<file path="src/rtl/dmem_port_if.sv">
// dmem_port_if: core, DMA and data-memory signals of the shared memory port.
interface dmem_port_if #(
    parameter int ADDR_W = 32,
    parameter int DATA_W = 32
);
    logic              c_req, c_we, c_gnt, c_rvalid;
    logic [ADDR_W-1:0] c_addr;
    logic [DATA_W-1:0] c_wdata, c_rdata;
    logic              d_req, d_we, d_gnt, d_rvalid;
    logic [ADDR_W-1:0] d_addr;
    logic [DATA_W-1:0] d_wdata, d_rdata;
    logic              mem_we, stall;
    logic [ADDR_W-1:0] mem_addr;
    logic [DATA_W-1:0] mem_wd, mem_rd;

    modport slave (
        input  c_req, c_we, c_addr, c_wdata, d_req, d_we, d_addr, d_wdata, mem_rd,
        output c_gnt, c_rvalid, c_rdata, d_gnt, d_rvalid, d_rdata,
               mem_we, mem_addr, mem_wd, stall
    );
    modport master (
        output c_req, c_we, c_addr, c_wdata, d_req, d_we, d_addr, d_wdata, mem_rd,
        input  c_gnt, c_rvalid, c_rdata, d_gnt, d_rvalid, d_rdata,
               mem_we, mem_addr, mem_wd, stall
    );
endinterface

</file>
<file path="src/rtl/dmem_port_arbiter.sv">
// dmem_port_arbiter: core-first arbiter for the single data memory port with
// bounded DMA bursts and registered per-side read return.
module dmem_port_arbiter #(
    parameter int ADDR_W    = 32,
    parameter int DATA_W    = 32,
    parameter int MAX_BURST = 4
) (
    input logic        clk,
    input logic        rst,
    dmem_port_if.slave bus
);
    localparam int RUN_W = $clog2(MAX_BURST + 1);
    localparam logic [RUN_W-1:0] RUN_MAX = RUN_W'(MAX_BURST);

    typedef enum logic [1:0] {IDLE, CORE, DMA} owner_t;

    owner_t           owner;
    logic [RUN_W-1:0] run;
    logic             gc, gd;

    // Core wins unless it held the port last cycle or a DMA burst is still under its limit.
    always_comb begin
        gc = bus.c_req & (~bus.d_req | (owner == IDLE) | ((owner == DMA) & (run == RUN_MAX)));
        gd = bus.d_req & ~gc;
    end

    assign bus.c_gnt    = gc;
    assign bus.d_gnt    = gd;
    assign bus.stall    = bus.c_req & ~gc;
    assign bus.mem_we   = gc ? bus.c_we : gd ? bus.d_we : 1'b0;
    assign bus.mem_addr = gc ? ADDR_W'(bus.c_addr) : gd ? ADDR_W'(bus.d_addr) : '0;
    assign bus.mem_wd   = gc ? DATA_W'(bus.c_wdata) : gd ? DATA_W'(bus.d_wdata) : '0;

    always_ff @(posedge clk or posedge rst) begin
        if (rst) begin
            owner        <= IDLE;
            run          <= '0;
            bus.c_rvalid <= 1'b0;
            bus.d_rvalid <= 1'b0;
            bus.c_rdata  <= '0;
            bus.d_rdata  <= '0;
        end else begin
            owner        <= gc ? CORE : gd ? DMA : IDLE;
            run          <= !gd ? '0 : (owner != DMA) ? RUN_W'(1) : (run == RUN_MAX) ? run : run + 1'b1;
            bus.c_rvalid <= gc & ~bus.c_we;
            bus.d_rvalid <= gd & ~bus.d_we;
            if (gc & ~bus.c_we) bus.c_rdata <= bus.mem_rd;
            if (gd & ~bus.d_we) bus.d_rdata <= bus.mem_rd;
        end
    end
endmodule

</file>
<file path="src/flat_wrapper.sv">
// flat-port wrapper written by rule: the top's interface ports become plain ports
module dmem_port_arbiter_flat 
#(
    parameter int ADDR_W    = 32,
    parameter int DATA_W    = 32,
    parameter int MAX_BURST = 4
)
  (clk, rst, bus_c_req, bus_c_we, bus_c_addr, bus_c_wdata, bus_d_req, bus_d_we, bus_d_addr, bus_d_wdata, bus_mem_rd, bus_c_gnt, bus_c_rvalid, bus_c_rdata, bus_d_gnt, bus_d_rvalid, bus_d_rdata, bus_mem_we, bus_mem_addr, bus_mem_wd, bus_stall);
  dmem_port_if #(.ADDR_W(ADDR_W), .DATA_W(DATA_W)) bus_i ();
  input logic clk;
  input logic rst;
  input wire logic [$bits(bus_i.c_req)-1:0] bus_c_req;
  input wire logic [$bits(bus_i.c_we)-1:0] bus_c_we;
  input wire logic [$bits(bus_i.c_addr)-1:0] bus_c_addr;
  input wire logic [$bits(bus_i.c_wdata)-1:0] bus_c_wdata;
  input wire logic [$bits(bus_i.d_req)-1:0] bus_d_req;
  input wire logic [$bits(bus_i.d_we)-1:0] bus_d_we;
  input wire logic [$bits(bus_i.d_addr)-1:0] bus_d_addr;
  input wire logic [$bits(bus_i.d_wdata)-1:0] bus_d_wdata;
  input wire logic [$bits(bus_i.mem_rd)-1:0] bus_mem_rd;
  output wire logic [$bits(bus_i.c_gnt)-1:0] bus_c_gnt;
  output wire logic [$bits(bus_i.c_rvalid)-1:0] bus_c_rvalid;
  output wire logic [$bits(bus_i.c_rdata)-1:0] bus_c_rdata;
  output wire logic [$bits(bus_i.d_gnt)-1:0] bus_d_gnt;
  output wire logic [$bits(bus_i.d_rvalid)-1:0] bus_d_rvalid;
  output wire logic [$bits(bus_i.d_rdata)-1:0] bus_d_rdata;
  output wire logic [$bits(bus_i.mem_we)-1:0] bus_mem_we;
  output wire logic [$bits(bus_i.mem_addr)-1:0] bus_mem_addr;
  output wire logic [$bits(bus_i.mem_wd)-1:0] bus_mem_wd;
  output wire logic [$bits(bus_i.stall)-1:0] bus_stall;
  assign bus_i.c_req = bus_c_req;
  assign bus_i.c_we = bus_c_we;
  assign bus_i.c_addr = bus_c_addr;
  assign bus_i.c_wdata = bus_c_wdata;
  assign bus_i.d_req = bus_d_req;
  assign bus_i.d_we = bus_d_we;
  assign bus_i.d_addr = bus_d_addr;
  assign bus_i.d_wdata = bus_d_wdata;
  assign bus_i.mem_rd = bus_mem_rd;
  assign bus_c_gnt = bus_i.c_gnt;
  assign bus_c_rvalid = bus_i.c_rvalid;
  assign bus_c_rdata = bus_i.c_rdata;
  assign bus_d_gnt = bus_i.d_gnt;
  assign bus_d_rvalid = bus_i.d_rvalid;
  assign bus_d_rdata = bus_i.d_rdata;
  assign bus_mem_we = bus_i.mem_we;
  assign bus_mem_addr = bus_i.mem_addr;
  assign bus_mem_wd = bus_i.mem_wd;
  assign bus_stall = bus_i.stall;
  dmem_port_arbiter #(.ADDR_W(ADDR_W), .DATA_W(DATA_W), .MAX_BURST(MAX_BURST)) u_core (.clk(clk), .rst(rst), .bus(bus_i));
endmodule
</file>
<file path="config.mk">
export PLATFORM = sky130hd
export DESIGN_NAME = dmem_port_arbiter_flat
export DESIGN_NICKNAME = d
export VERILOG_FILES = /design/src/rtl/dmem_port_if.sv /design/src/rtl/dmem_port_arbiter.sv /design/src/flat_wrapper.sv
export SDC_FILE = /design/constraint.sdc
export NUM_CORES = 1
export LEC_CHECK = 0
export BUFFER_PORTS_ARGS = -buffer_cell sky130_fd_sc_hd__buf_4
export CAP_MARGIN = 5
export CELL_PAD_IN_SITES_DETAIL_PLACEMENT = 0
export CELL_PAD_IN_SITES_GLOBAL_PLACEMENT = 1
export CORE_ASPECT_RATIO = 0.9
export CORE_UTILIZATION = 27
export CTS_CLUSTER_SIZE = 14
export DETAILED_ROUTE_END_ITERATION = 8
export PLACE_DENSITY_LB_ADDON = 0.1
export RECOVER_POWER = 50
export SLEW_MARGIN = 10
export SYNTH_ARGS = -nofsm -noshare
export SYNTH_HDL_FRONTEND = slang
export SYNTH_SLANG_ARGS = --single-unit
</file>
<file path="constraint.sdc">
create_clock -name clk -period 3.1 [get_ports clk]
set_input_delay 0.62 -clock clk [delete_from_list [all_inputs] [get_ports clk]]
set_output_delay 0.62 -clock clk [all_outputs]
set_load 0.01 [all_outputs]
</file>
# Word-level counts from Yosys, hierarchy flattened
# Index checks and enable logic that the tools add are counted.
# totals
regBits	71
input_bits	166
output_inout_bits	134
elab_cells	35
# classes
add_sub_neg	1
eq_ne	4
n_mux	11
bitwise_logic	12
reduce_logical	1
# op_table
cell	n
$mux 32	4
$mux 3	3
$and 1x1->1	6
$mux 2	2
$not 1->1	4
$add 3x1->3 const B	1
$eq 3x3->1 const B	1
$ne 3x3->1 const B	1
$eq 2x2->1 const B	1
$logic_not 2->1	1
$mux 1	2
$ne 2x2->1 const B	1
$or 1x1->1	2

# Depth between registers and ports, before layout
# depth
depth_word	8
depth_mapped	8
depth_no_buf	6

# Least setup slack after synthesis
# Ideal clock, no wire load.
# synth_path
path_kind	flip-flop to output port
start	register u_core.run[0]
end	output bus_mem_addr[0]
arrival_time_ps	1578
required_time_ps	2480
slack_ps	902
stages_incl_launch_ff	9
path_buffers	2
path_cell_list	dfrtp_1 > inv_1 > ha_1 > a21boi_4 > o21ai_2 > inv_2 > buf_2 > buf_2 > a22o_1
# synth_via
elab_chain_len	8
# synth_rtl
element	line_no	rtl
start: declaration	dmem_port_arbiter.sv:18	logic [RUN_W-1:0] run;
start signal: assignment	dmem_port_arbiter.sv:44	run <= !gd ? '0 : (owner != DMA) ? RUN_W'(1) : (run == RUN_MAX) ? run : run + 1'b1;
$eq 3x3->1 *	dmem_port_arbiter.sv:23	gc = bus.c_req & (~bus.d_req | (owner == IDLE) | ((owner == DMA) & (run == RUN_MAX)));
$and 1x1->1 *	dmem_port_arbiter.sv:23	
$or 1x1->1 *	dmem_port_arbiter.sv:23	
$and 1x1->1 *	dmem_port_arbiter.sv:23	
$not 1->1	dmem_port_arbiter.sv:24	gd = bus.d_req & ~gc;
$and 1x1->1	dmem_port_arbiter.sv:24	
$mux 32	dmem_port_arbiter.sv:31	assign bus.mem_addr = gc ? ADDR_W'(bus.c_addr) : gd ? ADDR_W'(bus.d_addr) : '0;
$mux 32 *	dmem_port_arbiter.sv:31	
end: declaration	flat_wrapper.sv:28	output wire logic [$bits(bus_i.mem_addr)-1:0] bus_mem_addr;
# Every way passes the cells marked *; elsewhere a longest branch is shown, timed or not.

# Worst setup path in the final report
# layout_path
start	register u_core.run[0]
end	output bus_mem_wd[28]
# layout_via
elab_chain_len	8
# layout_rtl
element	line_no	rtl
$eq 3x3->1 *	dmem_port_arbiter.sv:23	
$and 1x1->1 *	dmem_port_arbiter.sv:23	
$or 1x1->1 *	dmem_port_arbiter.sv:23	
$and 1x1->1 *	dmem_port_arbiter.sv:23	
$not 1->1	dmem_port_arbiter.sv:24	
$and 1x1->1	dmem_port_arbiter.sv:24	
$mux 32	dmem_port_arbiter.sv:32	assign bus.mem_wd = gc ? DATA_W'(bus.c_wdata) : gd ? DATA_W'(bus.d_wdata) : '0;
$mux 32 *	dmem_port_arbiter.sv:32	
end: declaration	flat_wrapper.sv:29	output wire logic [$bits(bus_i.mem_wd)-1:0] bus_mem_wd;
# Marks and branches as above.

==> results.toml <==
[placement]
place_hpwl_um = 10000
place_ws_ns = 0.283
io_buffers = 299
dp_cells = 690
gp_congestion = 0.789

[power]
p_int_mw = 2.18
p_clk_share_pct = 30.2
p_comb_share_pct = 31.2
p_seq_share_pct = 38.6
ir_worst_vdd_uv = 290
sw_frac_of_total_pct = 29.2
p_leak_nw = 2.84
power.switching_uw = 901
powerDensity_nw_per_um2 = 528

[synth]
synth_common_cells = "dfrtp_1, a22o_1, mux2_2, buf_2, buf_4"
synth_nets = 414
ys_ff_latch = 71
synthCells = 246
ys_types = 26
yosys.cell_count.top_type = "dfrtp_1"
synth_edf_count = 0
ys_warn_count = 0
synthTopCellsByArea = "dfrtp_1, mux2_2, a22o_1, buf_4, buf_2"
yosys.area.top_type = "dfrtp_1"
yosysTopAreaCellShare_pct = 52.1
synth-main-ff-cell = "dfrtp_1"
yosysSeqAreaShare_pct = 52.1
synthArstFlopShare_pct = 100
synth_area_um2 = 3410
syn-mean-instance-area_um2 = 13.9

[floorplan]
initial_core_util_pct = 28.0
rows = 38
fp.dieW_um = 120
die_area_um2 = 13100
die_y_um = 109
core_um2 = 12200
pin_count = 300

[setup_path]
cp.required_ns = 2.48
worst-path-max-fanout = 36
arrival_ns = 2.32
worstSetupStartpointType = "flip-flop"
critPathCaptureType = "primary output"
critPathKind = "reg2out"

[outcome]
status = "finished clean"

[drt]
met2_length_um = 6480
drc = 0
drt_first_pass_iters = 4
drt_wl_total_um = 12500
wl_met3_um = 982
via_per_inst = 4.70
drt_iter0_drc = 132
via_count = 3317
met1_length_um = 4870
wire_per_inst_um = 17.7
maxUsedRoutingLayer = "met4"
ant_nets = 0

[layout]
fin_cells = 706
drive_gt1_share_pct = 59.7
diodes = 0
area_growth_pct = 71.3
fin_util_pct = 48.0
nFillCells = 1192
final_net_count = 709

[global_route]
grt_max_degree = 63
grt_pass1_wl_um = 17600
grt_use_total_pct = 18.0
gr-total-overflow = 0
grt_pass1_vias = 3206
antenna_found_initial = 0

[timing]
post-route-period-util_pct = 94.9
hold_viol = 0
setup_viol = 0
holdWs_ns = 0.503
max_freq_ghz = 0.340
finalClockSkew_ns = 0.00596
tns_ns = 0
setup_ws_ns = 0.158
slew_viol_final = 0
rsz0062_at_grt = "no"
final_period_minus_worst_setup_slack_ns = 2.94
worst_slew_pin_slew_ns = 1.15
slew_headroom_pct = 22.9

[worst_hold_path]
hold_class = "reg2reg"

[clock_tree]
cts_buffers = 9
clockRootBuffer = "clkbuf_16"
clk_path_buf_depth = 2
clk_latency_ns = 0.33
clkSinkCount = 71
htreeDepth = 3
cts_tree = "done"
clk_pin_slew_ns = 0.05
hold_buffers = 0

[flow_run]
maxCapViolCount = 0
==> per-stage QoR <==
step / cell area [um^2] / power (mW)
detailed placement: 5820 / 2.32
global placement: 5820 / 2.31
finish: 5840 / 3.08
global route: 5840 / 3.25
floorplan: 3410 / 1.67
CTS: 6090 / 3.27
==> path summary, 6_finish.rpt <==
| check | startpoint | end | slack, ns | depth (start not counted) |
|---|---|---|---|---|
| hold reg to reg | u_core.bus.d_rdata[17]$_DFFE_PP0P_ | u_core.bus.d_rdata[17]$_DFFE_PP0P_ | 0.50 | 1 |
| hold / removal | u_core.bus.d_rdata[17]$_DFFE_PP0P_ | u_core.bus.d_rdata[17]$_DFFE_PP0P_ | 0.50 | 1 |
| max in group asynchronous | rst | u_core.bus.d_rdata[18]$_DFFE_PP0P_ | 0.91 | 3 |
| min in group asynchronous | rst | u_core.bus.d_rdata[22]$_DFFE_PP0P_ | 0.61 | 2 |
| setup / recovery | u_core.run[0]$_DFFE_PP0P_ | bus_mem_wd[28] | 0.16 | 8 |
| setup reg to reg | u_core.run[0]$_DFFE_PP0P_ | u_core.bus.c_rdata[3]$_DFFE_PP0P_ | 0.51 | 6 |
==> worst max-delay path, cell delays in order (launching register included) <==
cell	delay, ns
dfrtp_1	0.34
inv_1	0.07
ha_1	0.25
a21boi_4	0.28
o21ai_2	0.14
inv_4	0.29
buf_12	0.25
a22o_1	0.22
buf_4	0.14
==> cell families after synthesis <==
kind of cell               count (synthesis)  synth area share, %
adders and majority gates                  2                0.734
AOI/OAI and AO/OA                         74                 19.5
xor gates and xnor gates                   1                0.257
DFF                                       71                 52.1
muxes                                     65                 21.4
and+or+nand+nor                            8                 1.43
buffers and inverters                     25                 4.51
==> sequential cells by signal (all words and copies together) (netlist names) <==
signal               count
u_core.run               3
u_core.bus.d_rdata      32
u_core.bus.c_rdata      32
u_core.bus.d_rvalid      1
u_core.bus.c_rvalid      1
u_core.owner             2
==> power by group through the flow <==
stage	Combinational (mW)	Clock (mW)	Sequential, mW
3_5_place_dp	1.11	0	1.21
5_1_grt	1.04	1.00	1.21
4_1_cts	1.11	0.959	1.20
2_1_floorplan	0.387	0	1.28
3_3_place_gp	1.11	0	1.20
6_report	0.962	0.930	1.19
==> cell usage in the layout, fill, tap and decap left out, drive strengths merged, types with 2 or more instances in the layout <==
cell    synthesis  layout
ha              2       2
dfrtp          71      71
o21ai           3       3
a22o           65      65
nor3            2       2
clkinv          0       4
buf            19     238
clkbuf          1      77
inv             5       6
nand2b          2       2
mux2           64      64
==> layer usage <==
metal / GRT usage [%] / vias to the layer above
li1: - / 1536
met1: 22.2 / 1616
met2: 30.7 / 155
met3: 5.59 / 10
met4: 4.59 / 0
met5: 0 / -
==> timing repair <==
action,in CTS,in global routing
gates resized for setup,1,0
setup buffers,0,0
endpoints found under the setup margin,4,0
==> cell type report <==
type | count | area (um^2) | share of cell area (%)
flip-flops and latches | 71 | 1780 | 30.4
inverters | 5 | 21.3 | 0.364
multi-input cells | 150 | 1500 | 25.7
well taps | 160 | 200 | 3.43
repair buffers | 304 | 2060 | 35.4
clock inverters | 5 | 32.5 | 0.557
clock buffers | 11 | 243 | 4.16
Power figures use the tool's default switching activity.
